<file path="src/rtl/cpm_topk_ser_pkg.sv">
// Shared CPM definitions: serializer FSM encoding and default datapath widths.
package cpm_topk_ser_pkg;

  // Serializer FSM: IDLE waits for a frame, SEND streams the held entries.
  typedef enum logic {
    ST_IDLE = 1'b0,
    ST_SEND = 1'b1
  } cpm_state_e;

  localparam int CPM_DATA_DW = 8;
  localparam int CPM_INFO_DW = 8;
  localparam int CPM_SORT_DW = 32;

endpackage

</file>
<file path="src/rtl/cpm_topk_ser.sv">
// Top-K serializer: on each rising edge of TOPK_DAT_VLD, snapshot the first
// TOPK_NUM sorted entries and stream them out one per handshake, largest first.
module cpm_topk_ser
  import cpm_topk_ser_pkg::*;
#(
  parameter int DATA_DW  = CPM_DATA_DW,
  parameter int INFO_DW  = CPM_INFO_DW,
  parameter int SORT_DW  = CPM_SORT_DW,
  parameter int TOPK_NUM = 8,
  parameter int SORT_AW  = $clog2(SORT_DW)
) (
  input  logic                       clk,
  input  logic                       rst_n,
  input  logic                       clear,
  input  logic                       TOPK_DAT_VLD,
  input  logic [SORT_DW*DATA_DW-1:0] TOPK_DAT_DAT,
  input  logic [SORT_DW*INFO_DW-1:0] TOPK_DAT_INF,
  output logic                       OUT_DAT_VLD,
  input  logic                       OUT_DAT_RDY,
  output logic                       OUT_DAT_LST,
  output logic [DATA_DW-1:0]         OUT_DAT_DAT,
  output logic [INFO_DW-1:0]         OUT_DAT_INF,
  output logic [SORT_AW-1:0]         OUT_DAT_IDX,
  output logic                       BUSY,
  output logic                       OVF
);

  // Shadow depth is rounded up to the index range so cnt can address it
  // directly; entries at and above TOPK_NUM stay zero.
  localparam int                 SH_D     = 1 << SORT_AW;
  localparam logic [SORT_AW-1:0] LAST_IDX = SORT_AW'(TOPK_NUM - 1);

  cpm_state_e         state;
  logic               vld_d;
  logic [SORT_AW-1:0] cnt;
  logic               ovf_q;
  logic [DATA_DW-1:0] sh_dat [SH_D];
  logic [INFO_DW-1:0] sh_inf [SH_D];

  logic frame_start;
  logic hs;
  logic is_last;
  logic capture;

  assign frame_start = TOPK_DAT_VLD && !vld_d;
  assign hs          = (state == ST_SEND) && OUT_DAT_RDY;
  assign is_last     = (cnt == LAST_IDX);
  // A new frame is accepted when idle, or back-to-back on the final handshake.
  assign capture     = !clear && frame_start &&
                       ((state == ST_IDLE) || (hs && is_last));

  // Control path: edge detector, FSM, beat counter and sticky overflow flag.
  always_ff @(posedge clk or negedge rst_n) begin
    if (!rst_n) begin
      state <= ST_IDLE;
      cnt   <= '0;
      vld_d <= 1'b0;
      ovf_q <= 1'b0;
    end else if (clear) begin
      state <= ST_IDLE;
      cnt   <= '0;
      vld_d <= 1'b0;
      ovf_q <= 1'b0;
    end else begin
      vld_d <= TOPK_DAT_VLD;
      if (capture) begin
        state <= ST_SEND;
        cnt   <= '0;
      end else if (hs) begin
        if (is_last) begin
          state <= ST_IDLE;
          cnt   <= '0;
        end else begin
          cnt <= cnt + 1'b1;
        end
      end
      if (frame_start && !capture && (state == ST_SEND)) begin
        ovf_q <= 1'b1;
      end
    end
  end

  // Shadow snapshot of the emitted entries; a dropped frame leaves it untouched.
  always_ff @(posedge clk or negedge rst_n) begin
    if (!rst_n) begin
      for (int i = 0; i < SH_D; i++) begin
        sh_dat[i] <= '0;
        sh_inf[i] <= '0;
      end
    end else if (clear) begin
      for (int i = 0; i < SH_D; i++) begin
        sh_dat[i] <= '0;
        sh_inf[i] <= '0;
      end
    end else if (capture) begin
      for (int i = 0; i < TOPK_NUM; i++) begin
        sh_dat[i] <= TOPK_DAT_DAT[i*DATA_DW +: DATA_DW];
        sh_inf[i] <= TOPK_DAT_INF[i*INFO_DW +: INFO_DW];
      end
    end
  end

  // Entries beyond TOPK_NUM are never serialized.
  generate
    if (TOPK_NUM < SORT_DW) begin : g_unused
      logic unused_hi;
      assign unused_hi = ^{TOPK_DAT_DAT[SORT_DW*DATA_DW-1:TOPK_NUM*DATA_DW],
                           TOPK_DAT_INF[SORT_DW*INFO_DW-1:TOPK_NUM*INFO_DW]};
    end
  endgenerate

  assign OUT_DAT_VLD = (state == ST_SEND);
  assign OUT_DAT_LST = (state == ST_SEND) && is_last;
  assign OUT_DAT_DAT = sh_dat[cnt];
  assign OUT_DAT_INF = sh_inf[cnt];
  assign OUT_DAT_IDX = cnt;
  assign BUSY        = (state == ST_SEND);
  assign OVF         = ovf_q;

endmodule

</file>
<file path="config.mk">
export PLATFORM = sky130hd
export DESIGN_NAME = cpm_topk_ser
export DESIGN_NICKNAME = d
export VERILOG_FILES = /design/src/rtl/cpm_topk_ser_pkg.sv /design/src/rtl/cpm_topk_ser.sv
export SDC_FILE = /design/constraint.sdc
export NUM_CORES = 1
export LEC_CHECK = 0
export CAP_MARGIN = 20
export CORE_AREA = 4 4 208 210
export DETAILED_ROUTE_END_ITERATION = 7
export DIE_AREA = 0 0 212 214
export PLACE_DENSITY = 0.49
export SLEW_MARGIN = 5
export SYNTH_ARGS = -nofsm -noshare
export SYNTH_HDL_FRONTEND = slang
export SYNTH_SLANG_ARGS = --single-unit
export TNS_END_PERCENT = 20
</file>
<file path="constraint.sdc">
create_clock -name clk -period 4.9 [get_ports clk]
set_input_delay 1.47 -clock clk [delete_from_list [all_inputs] [get_ports clk]]
set_output_delay 1.47 -clock clk [all_outputs]
set_load 0.02 [all_outputs]
</file>
==> results by group, run 1 <==
Timing
  • Slew margin rel.: 48.4%
  • Slew @ Worst Pin: 774 ps
  • Min Tclk post-route: about 4500 ps
  • Fin. Hold Viols: 0
  • Setup Skew: 7.07 ps
  • Setup TNS: 0 ps
  • Fmax: between 200 and 250 MHz
  • RSZ-0062 raised after global routing: false
  • Slew Limit Fails: 0
  • Setup-failing EPs final: 0
  • Fin crit share: 91.7%

Power
  • Leakage: just over 4 nW
  • Power Density: around 300 nW/um2
  • Peak VDD IR: roughly 230 uV

Synth
  • Mapped cell area: roughly 7100 um2
  • Post-synth top cells: nand2_1, dfrtp_1, mux2i_1, clkbuf_1, mux4_2
  • Largest cells by area after synthesis: dfrtp_1, mux2i_1, nand2_1
  • #FFs+latches synth: 136
  • Avg Inst Size Synth: 10.7 um2
  • Yosys cell types: 30
  • Mux contribution to synthesized area: 28.4%
  • Post-synth top flop: dfrtp_1
  • XOR/XNOR share of the synthesized area: 0.124%
  • Simple-Gate Fraction of Synth Area: 15.0%
  • Post-Synthesis Cells: around 660
  • Ys async rst share: 100%
  • Largest family of logic cells by synthesized area: multiplexers
  • Sequential-to-total area share from yosys stat: 48.2%
  • Share of the synthesized area in the top cell type: 48.2%
  • Syn_nets: 1,175
  • Adder-cell share of the synthesized area: 0.177%
  • Post-synth EDFFs: 0
  • Count leader, synth: nand2_1
  • Synth Area in Compound Gates: roughly 3.5%
  • Synthesis warning total: 0
  • Cell taking the most area after synthesis: dfrtp_1

Routing
  • Antenna-violating nets left: 0
  • Total wire length: 23.3 mm
  • Per-cell routed wire length: 17.3 um
  • Drc violations: 0
  • Vias/cell: 3.91
  • DR iter-0 viols: 346
  • Router iterations before antenna repair: 4
  • Via count: 5,253

Clock network
  • Worst-Skew Late Latency: 420 ps
  • Num CTS Buffers: 17
  • CTS tree: built
  • Setup Fix Bufs, Post-CTS: 0
  • Clk Tree Root Cell: clkbuf_16
  • CTS resizes: 0
  • CTS clock-pin slew for the worst setup and hold paths: 60 ps
  • CTS Buffer Depth: 2
  • CTS sink count: 136
  • H-tree level count: 4
  • Hold_buf cts: 0

Global route
  • Grt total ovfl: 0
  • Vias in the first global route: approximately 5,600
  • Largest net degree at the start of global routing: between 80 and 90
  • Tot GR Track Use: roughly a tenth
  • First-pass GRT wire length: 35.9 mm
  • Antenna violations before repair: 2

Critical path
  • Crit path capture type: primary output
  • Max FO, Critical Path: 20
  • Reg-to-reg slack, setup: 2050 ps
  • Worst setup path class: reg -> out
  • Critical Path RT: 3430 ps
  • Crit path DAT: 3020 ps
  • Startpoint Class: register

Floorplanning
  • Top Ports: 542
  • Die height: about 210 um
  • Die width: 212 um
  • Core Rows: 75
  • CORE AREA: 41,600 um2
  • Die ar.: approximately 45,000 um2
  • Initial Utilization: 17.0%

Placed design
  • Final HPWL DP: 16.8 mm
  • Placer Congestion: 0.727
  • Port bufs: 157

Layout
  • Area Overhead vs Synth: 38.3%
  • Fin util: 23.5%
  • Layout cells sized above 1: 10.7%
  • Nets: 1,309
  • Ant diodes: 0

Min path
  • Hold Path Class: reg -> reg

Run
  • Max_cap viols: 0

Run status
  • Status: complete, no violations
## cell usage in the layout (no fill, tap or decap), types with 2 or more instances in the layout
cell	instances
clkinv_4	4
nor2b_1	2
mux4_2	32
inv_6	3
buf_4	10
nand3_1	5
clkinvlp_4	3
bufinv_16	2
a211oi_1	2
dfrtp_1	134
clkdlybuf4s50_1	156
a21oi_1	2
mux2i_1	128
a22o_1	16
o31ai_1	2
clkbuf_16	17
clkinv_2	3
nand2_1	259
dfrtp_2	2
buf_12	4
a211o_1	2
## critical path, cell delays in order, from the launching register on
cell	delay, ps
dfrtp_2	870
buf_4	360
mux4_2	590
a22o_1	230
clkdlybuf4s50_1	540
## kinds of logic after synthesis
family                   Yosys count
buffers and inverters             58
AO/OA/AOI/OAI                     28
adder cells (fa/ha/maj)            1
AND/OR/NAND/NOR                  273
XOR/XNOR                           1
flip-flops                       136
multiplexers                     160
## routing by layer
| layer | share of wire [%] | up-vias | track usage (%) |
|---|---|---|---|
| met5 | 0.090 | - | 0 |
| met4 | 0.79 | 4 | 2.03 |
| met3 | 4.6 | 15 | 2.90 |
| met2 | 45 | 113 | 15.8 |
| met1 | 49 | 2598 | 14.9 |
| li1 | - | 2523 | - |
## stage by stage
step | power, mW | hold WS [ps] | worst slack, ps | cells | instance area (um2)
after floorplan | 1.48 | 505 | 1630 | 657 | 7050
after global placement | 1.70 | 485 | 721 | 1311 | 9160
after detailed placement | 1.71 | 482 | 732 | 1311 | 9160
after CTS | 3.02 | 497 | 261 | 1343 | 9750
after global routing | 3.11 | 516 | 172 | 1343 | 9750
final | 2.97 | 493 | 406 | 1343 | 9750
## worst paths after layout
kind,depth (start not counted),from,endpoint
max reg2reg,6,OUT_DAT_IDX[0]$_DFFE_PN0P_,sh_inf[207]$_DFFE_PN0P_
max in group asynchronous,2,rst_n,OUT_DAT_IDX[1]$_DFFE_PN0P_
min in group asynchronous,1,rst_n,sh_dat[210]$_DFFE_PN0P_
min,2,OVF$_DFFE_PN0P_,OVF$_DFFE_PN0P_
min reg2reg,2,OVF$_DFFE_PN0P_,OVF$_DFFE_PN0P_
max,4,OUT_DAT_IDX[0]$_DFFE_PN0P_,OUT_DAT_DAT[6]
## power breakdown
group          total, mW  leakage, nW  switching [mW]  internal, mW
Clock               1.29        0.283           0.527         0.766
Combinational      0.445         1.92           0.211         0.234
Sequential          1.23         1.84          0.0415          1.19
## layout make-up
| class | count | area (um2) |
|---|---|---|
| fillers | 4494 | 31800 |
| flip-flops and latches | 136 | 3410 |
| multi-input cells | 463 | 3340 |
| repair buffers | 171 | 1730 |
| well taps | 539 | 674 |
| clock buffers | 18 | 439 |
| clock inverters | 14 | 150 |
| inverters | 2 | 12.5 |
## sequential cells by signal, indices dropped and copies added (netlist names)
signal	flops
OVF	1
vld_d	1
OUT_DAT_IDX	5
sh_dat	64
BUSY	1
sh_inf	64
Power figures use the tool's default switching activity.
==> run 2, diff against run 1 <==
CORE_AREA = 4 4 211 213   (was 4 4 208 210)
DIE_AREA = 0 0 215 217   (was 0 0 212 214)
PLACE_DENSITY = 0.48   (was 0.49)
clock period = 4.5 ns   (was 4.9 ns; I/O delays follow)
==> run 2 against run 1 <==
  * Die area grew 2.8%
  * Critical endpoint is now OUT_DAT_INF[6]
  * Sequential share of layout area rose by 0.094 points
  * Critical path type unchanged
  * Sequential cell count unchanged
  * Power increased by 5.8%
  * Clock skew up 11 ps
  * Utilization down 0.68 points
==> results by group, run 2 (synthesis results as in run 1) <==
Placed design
  • Port bufs: 157
  • Area after DPL: 9180 um2
  • Dpl cells: 1,315
  • Final HPWL DP: 16.2 mm
  • Placer Congestion: between 0.7 and 0.8

Run
  • Max_cap viols: 0

Global route
  • Largest net degree at the start of global routing: about 120
  • Grt total ovfl: 0
  • Tot GR Track Use: 9.87%
  • Vias in the first global route: between 5,000 and 6,000
  • First-pass GRT wire length: 35.1 mm
  • Antenna violations before repair: 12

Floorplanning
  • CORE AREA: 42,700 um2
  • Die height: about 220 um
  • Initial Utilization: 16.5%
  • Die width: 215 um
  • Core Rows: 76
  • Top Ports: roughly 540
  • Die ar.: 46,700 um2

Routing
  • Total wire length: ~23 mm
  • Vias/cell: 3.92
  • Per-cell routed wire length: 17.2 um
  • Router iterations before antenna repair: 4
  • Antenna-violating nets left: 0
  • Drc violations: 0
  • Via count: 5,297
  • DR iter-0 viols: 401

Critical path
  • Critical Path RT: 3150 ps
  • Cell breakdown of the critical path: buf_12 -> mux4_2 -> a22o_1 -> clkdlybuf4s50_1
  • Reg-to-reg slack, setup: 1670 ps
  • R2R depth: 6
  • Crit path capture type: primary output
  • Slowest-stage cell, CP: mux4_2
  • Reg-to-reg endpoint: sh_inf[234]$_DFFE_PN0P_
  • Reg2reg start: OUT_DAT_IDX[1]$_DFFE_PN0P_
  • Crit path DAT: 2780 ps
  • Top delay family on crit path: buffers and inverters
  • Worst setup path class: reg -> out
  • Max FO, Critical Path: 27
  • Startpoint Class: register
  • Slowest Stage Delay on Critical Path: approximately 600 ps
  • WP buf/inv: 2

Timing
  • Hold_ws: 482 ps
  • Slew Limit Fails: 0
  • Fin. Hold Viols: 0
  • Setup Skew: approximately 18 ps
  • Setup-failing EPs final: 0
  • RSZ-0062 raised after global routing: false
  • Min Tclk post-route: 4130 ps
  • Fmax: 242 MHz
  • Slew margin rel.: 44.9%
  • Fin crit share: just over 90%
  • Setup TNS: 0 ps
  • Slew @ Worst Pin: 826 ps

Power
  • Pint: 2.27 mW
  • Clock power share: 41.9%
  • Final total power: about 3.1 mW
  • Combinational share of power: 15.5%
  • Power share of the sequential group: about 43%
  • Power Density: roughly 320 nW/um2
  • Leakage: 4.00 nW
  • Peak VDD IR: 196 uV
  • Net Sw Power: 0.866 mW
  • Switching share of power: 27.6%

Run status
  • Status: complete, no violations

Layout
  • Area Overhead vs Synth: 37.9%
  • Multi-input combinational cell area: 3340 um2
  • FILL cells: 4,598
  • Seq. cell area: between 3000 and 4000 um2
  • Most frequent cells in the layout: nand2_1, clkdlybuf4s50_1, dfrtp_1
  • Design area: a little under 10,000 um2
  • Leading cell type in the layout, fill and taps excluded: nand2_1
  • Nets: 1,306
  • Non-Filler Instances: 1,352
  • Layout cells sized above 1: about a tenth

Clock network
  • CTS sink count: 136
  • Clk Tree Root Cell: clkbuf_16
  • CTS resizes: 0
  • H-tree level count: 4
  • Num CTS Buffers: 17
  • CTS clock-pin slew for the worst setup and hold paths: ~60 ps
  • Worst-Skew Late Latency: 430 ps
  • CTS Buffer Depth: 2
  • CTS tree: built
  • Setup Fix Bufs, Post-CTS: 0
  • Hold_buf cts: 0

Min path
  • Worst hold path depth: 2
  • Hold Path Class: reg -> reg
  • Critical hold path startpoint: OVF$_DFFE_PN0P_
  • Worst Hold End: OVF$_DFFE_PN0P_
run 2: cell types whose count changed in the layout (fill, tap and decap cells not counted), sizes merged:
cell | previous run | this run
bufinv | 2 | 0
buf | 15 | 12
inv | 4 | 7
clkinv | 7 | 2
clkbuf | 18 | 19
clkinvlp | 3 | 5
diode | 0 | 6
run 2: per-stage QoR:
step	utilization, %	worst slack, ps
finish	22.8	373
global route	22.8	229
CTS	22.7	299
detailed placement	21.5	756
global placement	21.5	768
floorplan	-	1350
run 2: how the worst max path moves through the flow:
stage / from / endpoint / slack (ps) / cells after the start
after detailed placement: OUT_DAT_IDX[0]$_DFFE_PN0P_ / OUT_DAT_INF[6] / 760 / 4
after floorplan: OUT_DAT_IDX[0]$_DFFE_PN0P_ / OUT_DAT_DAT[0] / 1350 / 4
final: OUT_DAT_IDX[0]$_DFFE_PN0P_ / OUT_DAT_INF[6] / 370 / 4
after CTS: OUT_DAT_IDX[0]$_DFFE_PN0P_ / OUT_DAT_INF[6] / 300 / 4
after global routing: OUT_DAT_IDX[0]$_DFFE_PN0P_ / OUT_DAT_INF[6] / 230 / 4
after global placement: OUT_DAT_IDX[0]$_DFFE_PN0P_ / OUT_DAT_INF[6] / 770 / 4
run 2: power groups by stage:
| stage | clock network [mW] | registers [mW] | logic (mW) |
|---|---|---|---|
| 2_1_floorplan | 0 | 1.34 | 0.265 |
| 3_3_place_gp | 0 | 1.36 | 0.497 |
| 3_5_place_dp | 0 | 1.36 | 0.497 |
| 4_1_cts | 1.36 | 1.34 | 0.500 |
| 5_1_grt | 1.40 | 1.34 | 0.531 |
| 6_report | 1.31 | 1.34 | 0.488 |
run 2: routing by layer:
layer  up-vias  global-route usage (%)  part of all wire, %
li1       2507                       -                    -
met1      2607                    14.1                   49
met2       156                    13.9                   44
met3        23                    2.61                  5.4
met4         4                    4.53                  1.7
met5         -                       0                 0.11
run 2: layout make-up:
type	instances	share of cell area, %
clock inverters	12	0.965
well taps	546	7.02
multi-input cells	463	34.4
clock buffers	19	4.55
inverters	2	0.129
flip-flops and latches	136	35.0
diodes	6	0.154
repair buffers	168	17.8
run 2: tightest hold or removal path, cell delays in order, from the launching register on:
cell,delay [ps]
dfrtp_1,340
nand2_1,50
o31ai_1,50
==> run 3, diff against run 2 <==
GPL_ROUTABILITY_DRIVEN = 0   (was not set)
SETUP_SLACK_MARGIN = 0.3   (was not set)
==> run 3 against run 2 <==
  * Final cell count did not move
  * Critical endpoint unchanged
  * First-iteration DRC count stayed put
  * Non-clock buffer count is the same
  * Worst setup slack better by 53 ps
  * Critical path depth is the same
  * Critical path type unchanged
  * Via count about the same
==> results by group, run 3 (synthesis results as in run 1) <==
Routing
  • Vias/cell: approximately 3.9
  • Antenna-violating nets left: 0
  • Router iterations before antenna repair: 4
  • Via count: approximately 5,300
  • DR iter-0 viols: between 400 and 500
  • Drc violations: 0
  • Per-cell routed wire length: 17.2 um
  • Total wire length: 23.3 mm

Global route
  • Vias in the first global route: 5,629
  • GRT met1 Usage: 14.1%
  • Antenna violations before repair: 12
  • Largest net degree at the start of global routing: 117
  • Grt total ovfl: 0
  • Most Used Layer, Global Route: met1
  • Tot GR Track Use: 9.87%
  • Met2 GRT Util: 13.9%
  • Routing usage on met3: 2.61%
  • First-pass GRT wire length: 35.1 mm

Clock network
  • CTS Buffer Depth: 2
  • CTS clock-pin slew for the worst setup and hold paths: around 60 ps
  • H-tree level count: 4
  • Num CTS Buffers: 17
  • Worst-Skew Late Latency: 430 ps
  • CTS tree: built
  • CTS sink count: about 140
  • Setup Fix Bufs, Post-CTS: 0
  • Clk Tree Root Cell: clkbuf_16

Floorplanning
  • Top Ports: 542
  • Initial Utilization: 16.5%
  • Die height: 217 um
  • Die width: 215 um
  • Die ar.: 46,700 um2
  • CORE AREA: 42,700 um2
  • Core Rows: 76

Critical path
  • Reg-to-reg endpoint: sh_inf[234]$_DFFE_PN0P_
  • Crit path DAT: around 2700 ps
  • Max FO, Critical Path: 27
  • Critical path destination: OUT_DAT_INF[6]
  • Startpoint Class: register
  • Reg-to-reg slack, setup: approximately 1700 ps
  • Critical Path RT: 3150 ps
  • Reg2reg start: OUT_DAT_IDX[1]$_DFFE_PN0P_
  • Crit path capture type: primary output
  • Worst setup path class: reg -> out
  • Worst Setup SP: OUT_DAT_IDX[0]$_DFFE_PN0P_
  • R2R depth: 6

Timing
  • RSZ-0062 raised after global routing: false
  • Setup-failing EPs final: 0
  • Setup Skew: 17.8 ps
  • Final Worst Setup Slack: approximately 430 ps
  • Slew Limit Fails: 0
  • Min Tclk post-route: 4070 ps
  • Fmax: approximately 250 MHz
  • Setup TNS: 0 ps
  • Fin. Hold Viols: 0
  • Slew margin rel.: between 40% and 50%
  • Slew @ Worst Pin: 826 ps
  • Fin crit share: about nine tenths

Placed design
  • Pre-CTS setup slack: 756 ps
  • Final HPWL DP: 16.2 mm
  • Port bufs: 157

Layout
  • Leading cell type in the layout, fill and taps excluded: nand2_1
  • Most frequent cells in the layout: nand2_1, clkdlybuf4s50_1, dfrtp_1
  • Area Overhead vs Synth: 37.9%
  • Nets: approximately 1,300
  • FILL cells: 4,597
  • Layout cells sized above 1: 10.1%

Power
  • Peak VDD IR: about 200 uV
  • Leakage: 4.00 nW
  • Power Density: 323 nW/um2

Run status
  • Status: complete, no violations

Min path
  • Hold Path Class: reg -> reg

Run
  • Max_cap viols: 0
==> run 3: cell types whose count changed in the layout (fill, tap and decap cells not counted) <==
cell / delta
dfrtp_4: +1
dfrtp_2: -1
==> run 3: metrics by stage <==
stage	util (%)	power [mW]	hold WS [ps]	cell area (um2)	cells
after floorplan	-	1.61	505	7050	657
after global placement	21.5	1.85	478	9180	1315
after detailed placement	21.5	1.86	474	9180	1315
after CTS	22.8	3.19	490	9710	1346
after global routing	22.8	3.28	529	9730	1352
final	22.8	3.14	482	9730	1352
==> run 3: per-layer routing <==
metal	vias to the layer above	share of wire (%)	wire [um]
met2	156	44	10300
met5	-	0.11	26
met3	23	5.4	1260
li1	2507	-	-
met1	2605	49	11300
met4	4	1.7	392
==> run 3: critical path, cell delays in order, from the launching register on <==
cell             delay [ps]
dfrtp_4                 560
buf_12                  300
mux4_2                  610
a22o_1                  240
clkdlybuf4s50_1         550
==> run 3: final cells by class <==
type	instances	area, um2	share of cell area (%)
Antenna cell	6	15.0	0.154
Clock buffer	19	443	4.55
Clock inverter	12	93.8	0.965
Inverter	2	12.5	0.129
Multi-Input combinational cell	463	3340	34.4
Sequential cell	136	3410	35.0
Tap cell	546	683	7.02
Timing Repair Buffer	168	1730	17.8
==> run 3: power by group <==
part	internal (mW)	total (mW)	leakage, nW	switching (mW)
registers	1.29	1.34	1.84	0.0425
logic	0.255	0.488	1.91	0.233
clock network	0.724	1.31	0.251	0.590
==> run 3: timing repair <==
item                       4_1_cts  5_1_grt
hold buffers                     0        0
gates resized for setup          1        0
setup endpoints to repair        1        0
==> run 3: worst min path at each step <==
stage                                       start                      end  slack, ps  depth (start not counted)
after floorplan           sh_dat[200]$_DFFE_PN0P_  sh_dat[200]$_DFFE_PN0P_        510                          2
after global placement            OVF$_DFFE_PN0P_          OVF$_DFFE_PN0P_        480                          2
after detailed placement          OVF$_DFFE_PN0P_          OVF$_DFFE_PN0P_        470                          2
after CTS                         OVF$_DFFE_PN0P_          OVF$_DFFE_PN0P_        490                          2
after global routing              OVF$_DFFE_PN0P_          OVF$_DFFE_PN0P_        530                          2
final                             OVF$_DFFE_PN0P_          OVF$_DFFE_PN0P_        480                          2
